**src/rtl/ram_bus_bridge.sv**
```systemverilog
// Bridges the MEM stage's single-cycle RAM request onto a registered req/ready bus.
// The pipeline is stalled until the slave answers or the timeout ends the transaction.
module ram_bus_bridge #(
    parameter int unsigned TIMEOUT_CYCLES = 255,
    parameter logic [31:0] ERR_RDATA      = 32'h0000_0000
) (
    input  logic        clk,
    input  logic        rst,
    input  logic        ram_en,
    input  logic [3:0]  ram_write_en,
    input  logic [31:0] ram_addr,
    input  logic [31:0] ram_write_data,
    output logic [31:0] ram_read_data,
    output logic        stall_req,
    output logic        bus_req,
    output logic [3:0]  bus_we,
    output logic [31:0] bus_addr,
    output logic [31:0] bus_wdata,
    input  logic        bus_ready,
    input  logic [31:0] bus_rdata,
    output logic        bus_err
);

    localparam int CW = $clog2(TIMEOUT_CYCLES + 1);

    typedef enum logic [1:0] {IDLE, REQ, DONE} state_t;

    state_t        state, state_nxt;
    logic [CW-1:0] cnt;
    logic          timeout;

    assign timeout = (cnt == CW'(TIMEOUT_CYCLES - 1));

    always_ff @(posedge clk or posedge rst) begin
        if (rst) state <= IDLE;
        else     state <= state_nxt;
    end

    always_comb begin
        state_nxt = state;
        case (state)
            IDLE:    if (ram_en) state_nxt = REQ;
            REQ:     if (bus_ready || timeout) state_nxt = DONE;
            DONE:    state_nxt = IDLE;
            default: state_nxt = IDLE;
        endcase
    end

    // Gated by rst so the pipeline is released the instant reset is raised.
    always_comb begin
        stall_req = 1'b0;
        if (!rst)
            stall_req = (state == IDLE && ram_en) || (state == REQ);
    end

    always_ff @(posedge clk or posedge rst) begin
        if (rst) begin
            bus_req       <= 1'b0;
            bus_we        <= 4'b0000;
            bus_addr      <= 32'h0;
            bus_wdata     <= 32'h0;
            ram_read_data <= 32'h0;
            bus_err       <= 1'b0;
            cnt           <= '0;
        end else begin
            bus_err <= 1'b0;
            case (state)
                IDLE: begin
                    if (ram_en) begin
                        bus_we    <= ram_write_en;
                        bus_addr  <= ram_addr;
                        bus_wdata <= ram_write_data;
                        bus_req   <= 1'b1;
                        cnt       <= '0;
                    end
                end
                REQ: begin
                    // A ready in the final timeout cycle still counts as a normal completion.
                    if (bus_ready) begin
                        bus_req <= 1'b0;
                        if (bus_we == 4'b0000) ram_read_data <= bus_rdata;
                    end else if (timeout) begin
                        bus_req <= 1'b0;
                        bus_err <= 1'b1;
                        if (bus_we == 4'b0000) ram_read_data <= ERR_RDATA;
                    end else begin
                        cnt <= cnt + CW'(1);
                    end
                end
                DONE:    bus_req <= 1'b0;
                default: bus_req <= 1'b0;
            endcase
        end
    end

endmodule
```
**config.mk**
```make
export PLATFORM = sky130hd
export DESIGN_NAME = ram_bus_bridge
export DESIGN_NICKNAME = d
export VERILOG_FILES = /design/src/rtl/ram_bus_bridge.sv
export SDC_FILE = /design/constraint.sdc
export NUM_CORES = 1
export LEC_CHECK = 0
export CAP_MARGIN = 5
export CORE_UTILIZATION = 44
export CTS_CLUSTER_SIZE = 16
export DETAILED_ROUTE_END_ITERATION = 7
export GPL_TIMING_DRIVEN = 0
export PLACE_DENSITY = 0.85
export SYNTH_ARGS = -nofsm -noshare
export SYNTH_HDL_FRONTEND = slang
export SYNTH_SLANG_ARGS = --single-unit
```
**constraint.sdc**
```tcl
create_clock -name clk -period 8.82 [get_ports clk]
set_input_delay 0.882 -clock clk [delete_from_list [all_inputs] [get_ports clk]]
set_output_delay 0.882 -clock clk [all_outputs]
set_load 0.01 [all_outputs]
```
==> results.ini, run 1 <==
[critical_path]
ff2ff_path_depth=5
worstPathMaxFanout=2
cp.required_ns=7.94
start_kind=input port
r2r-end=bus_wdata[14]
cp.arrival_ns=2.12
r2r_slack_ns=6.88
r2r_start=state[1]
critPathSlowestCell=clkdlybuf4s50_1
timing.critical_path.mode_cell=clkdlybuf4s50_1
crit_chain=clkdlybuf4s50_1 -> nor2_1 -> nor3_1 -> clkdlybuf4s50_1
max_stage_delay_ns=0.57
timing_worst_setup_path_type=in2out
cp-end-kind=primary output

[hold_path]
hp-class=reg2reg
min_from=ram_read_data[13]
hold_depth=1
worstHoldEndpoint=ram_read_data[13]

[placement]
portBuffers=206
dpl_cell_area_um2=6620
hpwl_um=8310
gp_congestion=0.774

[synthesis]
yosysTopAreaCellShare=0.637
synthTopCellsByArea=dfrtp_1, mux2_2, a22o_1
ys_types=36
ys_warn_count=0
synth_area_um2=4360
synth_cells=280
avgSynthCellArea_um2=15.6
yosysSeqAreaShare=0.637
synth_top_area_cell=dfrtp_1
ys_ff_latch=111
syn-num-nets=386

[timing]
setup_viol_count_final=0
worst_pin_slew_ns=0.502
finalSetupTns_ns=0
post-route-period-util=0.341
finClkSkew_ns=0.0220
rsz0062_at_grt=false
fmax_mhz=333
slew-limit-headroom=0.666
hold_violations=0
drv_slew=0
fin_crit_ns=3.00

[layout]
synthToLayoutAreaGrowth_pct=56.5
n_fill_cell=644
seq_area_um2=2780
drive_above_1_share=0.223
multi_input_area_um2=1400
final_area_um2=6830
num_antenna_cells=0
final_nets=604

[grt]
antenna_found_initial=0
track_usage=0.216
grt_pass1_vias=3295
grt.overflow.total=0
grt_max_degree=74
grt_pass1_wl_um=16900

[floorplan]
row_count=35
core_um2=9420
dieArea_um2=10300
initial_core_util=0.463
dieWidth_um=102
ios=207
die_y_um=102

[clock_tree]
cts_tree=done
clk_latency_ns=0.37
htreeDepth=3
root_buffer=clkbuf_8
cts_post_setup_buffers_inserted=0
clk_pin_slew_ns=0.10
cts_buffers=9
hold_buffers=0
max-clock-path-buffers=2
numClockSinks=111
cts_resized=0

[pwr]
power.switching_mw=0.621
irDropWorstVdd_mv=0.140
p_comb_frac=0.433
p_per_area_nw_per_um2=301
seqPwrFrac=0.410
leakage_nw=2.84
clkPwrFrac=0.157
p_int_mw=1.43
swShare=0.302

[drt]
firstDrtPassIters=6
wl_per_cell_um=17.2
wl_um=10900
vias=3177
drt_iter0_markers=64
postRouteAntennaNets=0
drc=0
drt-vias-per-instance=5.03

[job]
max_cap_viol_count=0

[outcome]
outcome=complete, no violations

-- sequential cells by signal (all words and copies together), names as in the netlist --
register / count
bus_wdata: 32
cnt: 8
ram_read_data: 32
state: 2
bus_we: 4
bus_addr: 32
bus_err: 1
-- power groups by stage --
stage	clock network, mW	registers, mW	logic, mW
floorplan	0	0.935	0.277
global placement	0	0.836	0.879
detailed placement	0	0.853	0.896
CTS	0.331	0.844	0.901
global route	0.350	0.868	0.950
finish	0.322	0.842	0.890
-- layer usage --
layer	global-route usage	part of all wire
met5	0	0
met4	0.0725	0.017
met3	0.0628	0.097
met2	0.378	0.50
met1	0.255	0.39
-- how the worst max path moves through the flow --
stage               startpoint       endpoint  cells after the start  slack, ns
CTS                     ram_en      stall_req                      4       5.80
global route            ram_en      stall_req                      4       5.78
global placement           rst  bus_wdata[29]                      2       3.45
detailed placement      ram_en      stall_req                      4       5.80
floorplan                  rst    bus_addr[0]                      1       5.01
finish                  ram_en      stall_req                      4       5.82
-- per-stage QoR --
step                total power, mW  setup slack (ns)  utilization  hold WS (ns)  std cells
finish                         2.05              5.82        0.725         0.513        632
global route                   2.17              5.78        0.725         0.527        632
CTS                            2.08              5.80        0.725         0.518        632
detailed placement             1.75              5.80        0.703         0.490        616
global placement               1.72              3.45        0.700         0.488        615
floorplan                      1.21              5.01            -         0.473        280
-- worst max-delay path, delay by kind of cell --
family,cells,cell delay [ns]
buf+inv,2,1.06
simple gates,2,0.19
-- synthesized netlist by cell type, drive strengths merged --
| cell type | n |
|---|---|
| and2 | 1 |
| nor4 | 1 |
| a21oi | 2 |
| o31ai | 1 |
| nor2 | 8 |
| o21bai | 1 |
| nand2 | 1 |
| ha | 2 |
| nand4 | 1 |
| o21ai | 6 |
| mux2 | 69 |
| o21ba | 1 |
| a22o | 32 |
| or3b | 1 |
| nand3 | 3 |
| a21boi | 1 |
| a31oi | 3 |
| inv | 6 |
| nand2b | 2 |
| mux2i | 1 |
| nor3 | 3 |
| a21o | 1 |
| or4 | 2 |
| nor2b | 1 |
| dfrtp | 111 |
| a41oi | 2 |
| o211ai | 2 |
| buf | 15 |
-- cell families (layout without fill, tap and decap cells) --
group	after synthesis	after routing	synth area share
mux	70	70	0.180
simple gates	24	24	0.0327
flops	111	111	0.637
fa+ha+maj	2	2	0.00573
compound gates	52	52	0.102
buf+inv	21	244	0.0430
-- layout by cell type (no fill, tap or decap), types with 2 or more instances in the layout --
master,instances
buf_2,5
dfrtp_1,111
a21oi_1,2
nor3_1,3
buf_12,4
buf_4,2
buf_6,4
nor2_2,2
mux2_2,68
clkdlybuf4s50_1,206
clkbuf_8,10
nor2_1,6
ha_1,2
a31oi_1,3
a41oi_1,2
inv_6,4
o21ai_0,4
or4_4,2
nand3_1,3
inv_1,5
a22o_1,32
nand2b_1,2
-- final cells by class --
cell class,count,area share
clock buffers,10,0.0202
clock inverters,6,0.0106
repair buffers,207,0.306
flip-flops and latches,111,0.407
inverters,6,0.00367
multi-input cells,148,0.205
plain buffers,15,0.0242
well taps,129,0.0236
Power figures use the tool's default switching activity.
==> run 2, diff against run 1 <==
--- a/config.mk
+++ b/config.mk
@@ -6,11 +6,11 @@
 export NUM_CORES = 1
 export LEC_CHECK = 0
 export CAP_MARGIN = 5
-export CORE_UTILIZATION = 44
+export CORE_UTILIZATION = 37
 export CTS_CLUSTER_SIZE = 16
 export DETAILED_ROUTE_END_ITERATION = 7
 export GPL_TIMING_DRIVEN = 0
-export PLACE_DENSITY = 0.85
+export PLACE_DENSITY = 0.77
 export SYNTH_ARGS = -nofsm -noshare
 export SYNTH_HDL_FRONTEND = slang
 export SYNTH_SLANG_ARGS = --single-unit
==> constraint.sdc (replaced) <==
create_clock -name clk -period 2.55 [get_ports clk]
set_input_delay 0.255 -clock clk [delete_from_list [all_inputs] [get_ports clk]]
set_output_delay 0.255 -clock clk [all_outputs]
set_load 0.01 [all_outputs]
==> run 2 against run 1 <==
Effect of this change:
- clock skew shrank 0.015 ns
- cell area grew 2.2%
- first-iteration DRC count up 150%
- sequential power increased to 3.5 times the previous value
- register-to-register slack lost 6.3 ns
- hold slack worse by 0.15 ns
- highest routed layer unchanged
==> results.ini, run 2 (same netlist as run 1, synthesis figures left out) <==
[grt]
track_usage=0.186  ; -0.0298
use_met1=0.218  ; -0.0366
grt_pass1_vias=3480  ; +5.6%
busiest_layer=met2
grt_max_degree=41  ; -45%
antenna_found_initial=0  ; unchanged
grt_pass1_wl_um=17900  ; +5.9%
met3_usage=0.0620  ; -0.000782
use_met2=0.313  ; -0.0644
grt.overflow.total=0  ; unchanged

[drt]
drt_iter0_markers=157  ; +150%
postRouteAntennaNets=0  ; unchanged
drc=0  ; unchanged
drt-vias-per-instance=4.93  ; -2.0%
wl_per_cell_um=16.7  ; -3.0%
vias=3192  ; +0.47%
wl_um=10800  ; -0.58%
firstDrtPassIters=4  ; -2

[placement]
portBuffers=206  ; unchanged
hpwl_um=8240  ; -0.88%
gp_congestion=0.834  ; +7.7%

[critical_path]
start_kind=register
crit_chain=nand2b_1 -> nor2_2 -> buf_2 -> buf_4 -> mux2_2
r2r_start=state[1]
timing_worst_setup_path_type=reg2reg
worst_path_dominant_cell_family=buffers and inverters
ff2ff_path_depth=5  ; unchanged
cp.required_ns=2.78  ; -5.16 ns
crit_buf_inv=2  ; unchanged
cp-end-kind=register
max_stage_delay_ns=0.43  ; -0.14 ns
startpoint=state[1]
worstPathMaxFanout=10  ; +8
critPathSlowestCell=dfrtp_1
path_depth=5  ; +1
cp.arrival_ns=2.19  ; +0.07 ns

[timing]
worst_pin_slew_ns=0.612  ; +0.110 ns
hold_ws_ns=0.360  ; -0.153 ns
fin_crit_ns=1.96
finalSetupTns_ns=0  ; unchanged
rsz0062_at_grt=false
post-route-period-util=0.769
setup_viol_count_final=0  ; unchanged
drv_slew=0  ; unchanged
fmax_mhz=510
slew-limit-headroom=0.591  ; -0.0744
hold_violations=0  ; unchanged
finClkSkew_ns=0.00692  ; -0.0150 ns

[clock_tree]
max-clock-path-buffers=2  ; unchanged
hold_buffers=0  ; unchanged
cts_resized=0  ; unchanged
cts_post_setup_buffers_inserted=0  ; unchanged
clk_latency_ns=0.35  ; -0.02 ns
cts_tree=done
cts_buffers=9  ; unchanged
htreeDepth=3  ; unchanged
clk_pin_slew_ns=0.07  ; -0.03 ns
root_buffer=clkbuf_16
numClockSinks=111  ; unchanged

[layout]
reg_top3=bus_addr: 32 flops, bus_wdata: 32 flops, ram_read_data: 32 flops
drive_above_1_share=0.224  ; +0.00110
final_cell_mix=clkdlybuf4s50_1, dfrtp_1, mux2_2
num_antenna_cells=0  ; unchanged
layout_commonest_cell=clkdlybuf4s50_1
synthToLayoutAreaGrowth_pct=59.9
final_nets=606  ; +0.33%

[job]
max_cap_viol_count=0  ; unchanged

[pwr]
seqPwrFrac=0.395  ; -0.015
p_int_mw=5.26  ; +270%
clkPwrFrac=0.190  ; +0.033
p_per_area_nw_per_um2=1060  ; +250%
leakage_nw=2.90  ; +2.0%
power.switching_mw=2.13  ; +240%
irDropWorstVdd_mv=0.536  ; +280%
p_comb_frac=0.416  ; -0.017
swShare=0.288  ; -0.0147

[floorplan]
dieWidth_um=111  ; +8.9%
die_y_um=111  ; +8.9%
dieArea_um2=12200  ; +19%
ios=207  ; unchanged
core_um2=11500  ; +22%
initial_core_util=0.380  ; -0.0829
row_count=39  ; +11%

[outcome]
outcome=complete, no violations

[hold_path]
hp-class=in2async

run 2: routing by layer:
metal,vias up,part of all wire
li1,1454,-
met1,1579,0.40
met2,146,0.50
met3,13,0.081
met4,0,0.018
met5,-,0
run 2: worst register-to-register path, delay by kind of cell, from the launching register on:
family                 cells  cell delay (ns)
buffers and inverters      2             0.56
DFF                        1             0.43
muxes                      1             0.36
and+or+nand+nor            2             0.50
run 2: cell type report:
cell class / instances / area [µm²]
clock buffer: 11 / 243
sequential: 111 / 2780
tap: 143 / 179
multi-input combinational: 148 / 1400
buffer: 15 / 165
clock inverter: 5 / 56.3
timing repair buffer: 209 / 2130
inverter: 6 / 26.3
fill: 916 / 4490
run 2: power groups by stage:
stage	Combinational [mW]	Sequential, mW	Clock (mW)
after detailed placement	3.09	2.95	0
after CTS	3.12	2.92	1.45
after global routing	3.26	3.02	1.52
final	3.07	2.92	1.40
after global placement	3.04	2.91	0
after floorplan	0.958	3.23	0
run 2: path summary, 6_finish.rpt:
kind | slack, ns | to
hold / removal | 0.36 | state[1]
setup reg to reg | 0.59 | bus_wdata[3]
max in group asynchronous | 1.48 | bus_addr[4]
min in group clk | 0.50 | ram_read_data[23]
setup / recovery | 0.59 | bus_wdata[3]
hold reg to reg | 0.50 | ram_read_data[23]
run 2: through the flow:
stage	std cells	power [mW]	worst slack, ns	util	instance area, µm²
3_5_place_dp	632	6.04	0.321	0.582	6680
2_1_floorplan	280	4.19	0.880	-	4370
4_1_cts	648	7.49	0.530	0.608	6970
3_3_place_gp	629	5.94	-0.117	0.576	6610
6_report	648	7.39	0.590	0.608	6970
5_1_grt	648	7.80	0.428	0.608	6970
==> run 3, diff against run 2 <==
==> constraint.sdc (replaced) <==
create_clock -name clk -period 1.7 [get_ports clk]
set_input_delay 0.17 -clock clk [delete_from_list [all_inputs] [get_ports clk]]
set_output_delay 0.17 -clock clk [all_outputs]
set_load 0.01 [all_outputs]
==> run 3 against run 2 <==
Effect of this change:
- sequential power is 49% higher
- fmax is 15% higher
- global-route usage is 0.25 points higher
- largest cell class unchanged
==> results.ini, run 3 (same netlist as run 1, synthesis figures left out) <==
[clock_tree]
numClockSinks=111  ; unchanged
clk_latency_ns=0.35  ; about the same
max-clock-path-buffers=2  ; unchanged
cts_buffers=9  ; unchanged
root_buffer=clkbuf_16
clk_pin_slew_ns=0.07  ; about the same
htreeDepth=3  ; unchanged
cts_tree=done
hold_buffers=0  ; unchanged

[drt]
drt_iter0_markers=168  ; +7.0%
wl_per_cell_um=16.8  ; +0.61%
drt-vias-per-instance=4.91  ; -0.34%
vias=3235  ; +1.3%
postRouteAntennaNets=0  ; unchanged
drc=0  ; unchanged
wl_um=11100  ; +2.3%
firstDrtPassIters=4  ; unchanged

[critical_path]
max_stage_delay_ns=0.56  ; +0.13 ns
crit_buf_inv=1  ; -1
timing_worst_setup_path_type=reg2reg
start_kind=register
crit_chain=or4_4 -> nor2_4 -> o21ai_4 -> buf_6 -> a22o_1
path_depth=5  ; unchanged
cp.arrival_ns=1.93  ; -0.26 ns
cp.required_ns=1.93  ; -0.85 ns
cp-end-kind=register
worstPathMaxFanout=7  ; -3
worst_path_dominant_cell_family=simple AND/OR/NAND/NOR gates
critPathSlowestCell=or4_4
ff2ff_path_depth=5  ; unchanged

[layout]
drive_above_1_share=0.246  ; +0.0224
fin_cells=659  ; +1.7%
final_nets=617  ; +1.8%
fin_util=0.621  ; +0.0133
reg_top3=bus_addr: 32 flops, bus_wdata: 32 flops, ram_read_data: 32 flops
synthToLayoutAreaGrowth_pct=63.3
num_antenna_cells=0  ; unchanged
layout_commonest_cell=clkdlybuf4s50_1
final_area_um2=7130  ; +2.2%
final_cell_mix=clkdlybuf4s50_1, dfrtp_1, mux2_2

[floorplan]
row_count=39  ; unchanged
dieWidth_um=111  ; unchanged
initial_core_util=0.380  ; unchanged
core_um2=11500  ; unchanged
dieArea_um2=12200  ; unchanged
die_y_um=111  ; unchanged
ios=207  ; unchanged

[timing]
hold_violations=0  ; unchanged
rsz0062_at_grt=true
worst_pin_slew_ns=0.613  ; +0.000739 ns
slew-limit-headroom=0.591  ; about the same
fmax_mhz=588  ; +15%
post-route-period-util=1.00  ; +0.231
finClkSkew_ns=0.00626  ; -0.000659 ns
layout_setup_ws_ns=0.000565  ; -0.589 ns
hold_ws_ns=0.274  ; -0.0856 ns
setup_viol_count_final=0  ; unchanged
drv_slew=0  ; unchanged
fin_crit_ns=1.70  ; -0.261 ns

[hold_path]
hp-class=in2async

[pwr]
p_per_area_nw_per_um2=1580  ; +49%
leakage_nw=2.97  ; +2.4%
irDropWorstVdd_mv=0.812  ; +52%

[placement]
post-place-ws_ns=-0.444  ; -0.765 ns
portBuffers=206  ; unchanged
hpwl_um=8240  ; unchanged
placed_cells=632  ; unchanged
dpl_cell_area_um2=6680  ; unchanged
gp_congestion=0.834  ; unchanged

[grt]
grt.overflow.total=0  ; unchanged
track_usage=0.189  ; +0.00251
antenna_found_initial=0  ; unchanged
grt_max_degree=41  ; unchanged
grt_pass1_vias=3546  ; +1.9%
grt_pass1_wl_um=18100  ; +1.4%

[job]
max_cap_viol_count=0  ; unchanged

[outcome]
outcome=complete, no violations

==> run 3: cell count changes in the layout (fill, tap and decap cells not counted), moves of 2 or more <==
cell	before	now
buf_2	5	0
buf_4	2	11
buf_6	4	11
nor2_4	0	2
==> run 3: worst paths after layout <==
kind	from	to	slack, ns
min reg2reg	bus_wdata[23]	bus_wdata[23]	0.50
max in group asynchronous	rst	bus_addr[4]	0.72
min	rst	state[1]	0.27
min in group clk	bus_rdata[25]	ram_read_data[25]	0.43
max reg2reg	bus_we[1]	ram_read_data[29]	0.0006
max	bus_we[1]	ram_read_data[29]	0.0006
==> run 3: area by class of cell <==
type	instances	area, µm²
Fill cell	904	4340
Tap cell	143	179
Buffer	15	189
Timing Repair Buffer	220	2230
Inverter	6	26.3
Clock inverter	5	56.3
Sequential cell	111	2780
Clock buffer	11	243
Multi-Input combinational cell	148	1430
==> run 3: routing by layer <==
layer / track usage / part of all wire / up-vias
met2: 0.320 / 0.50 / 146
met1: 0.220 / 0.41 / 1596
li1: - / - / 1480
met5: 0 / 0 / -
met3: 0.0615 / 0.075 / 13
met4: 0.0764 / 0.018 / 0
==> run 3: metrics by stage <==
step                total power, mW  setup TNS, ns
detailed placement             9.06         -20.42
global placement               8.92        -115.70
floorplan                      6.29              0
CTS                            11.4         -0.827
finish                         11.2              0
global route                   11.9          -1.53
==> run 3: worst register-to-register path: stages, from the launching register on <==
cell and delay (ns):
dfrtp_1 0.38, or4_4 0.56, nor2_4 0.14, o21ai_4 0.14
buf_6 0.17, a22o_1 0.21
==> run 3: power breakdown <==
part	internal (mW)	switching [mW]	total, mW
Sequential	3.74	0.628	4.36
Clock	1.18	0.916	2.10
Combinational	3.10	1.68	4.79
Total	8.02	3.23	11.2
==> run 3: what timing repair did <==
| item | CTS | global route |
|---|---|---|
| pin swaps | 23 | 15 |
| setup buffers | 7 | 1 |
| setup endpoints to repair | 100 | 95 |
| cloned | 3 | 0 |
| resized for setup | 17 | 6 |
| endpoints found under the hold margin | 0 | 0 |
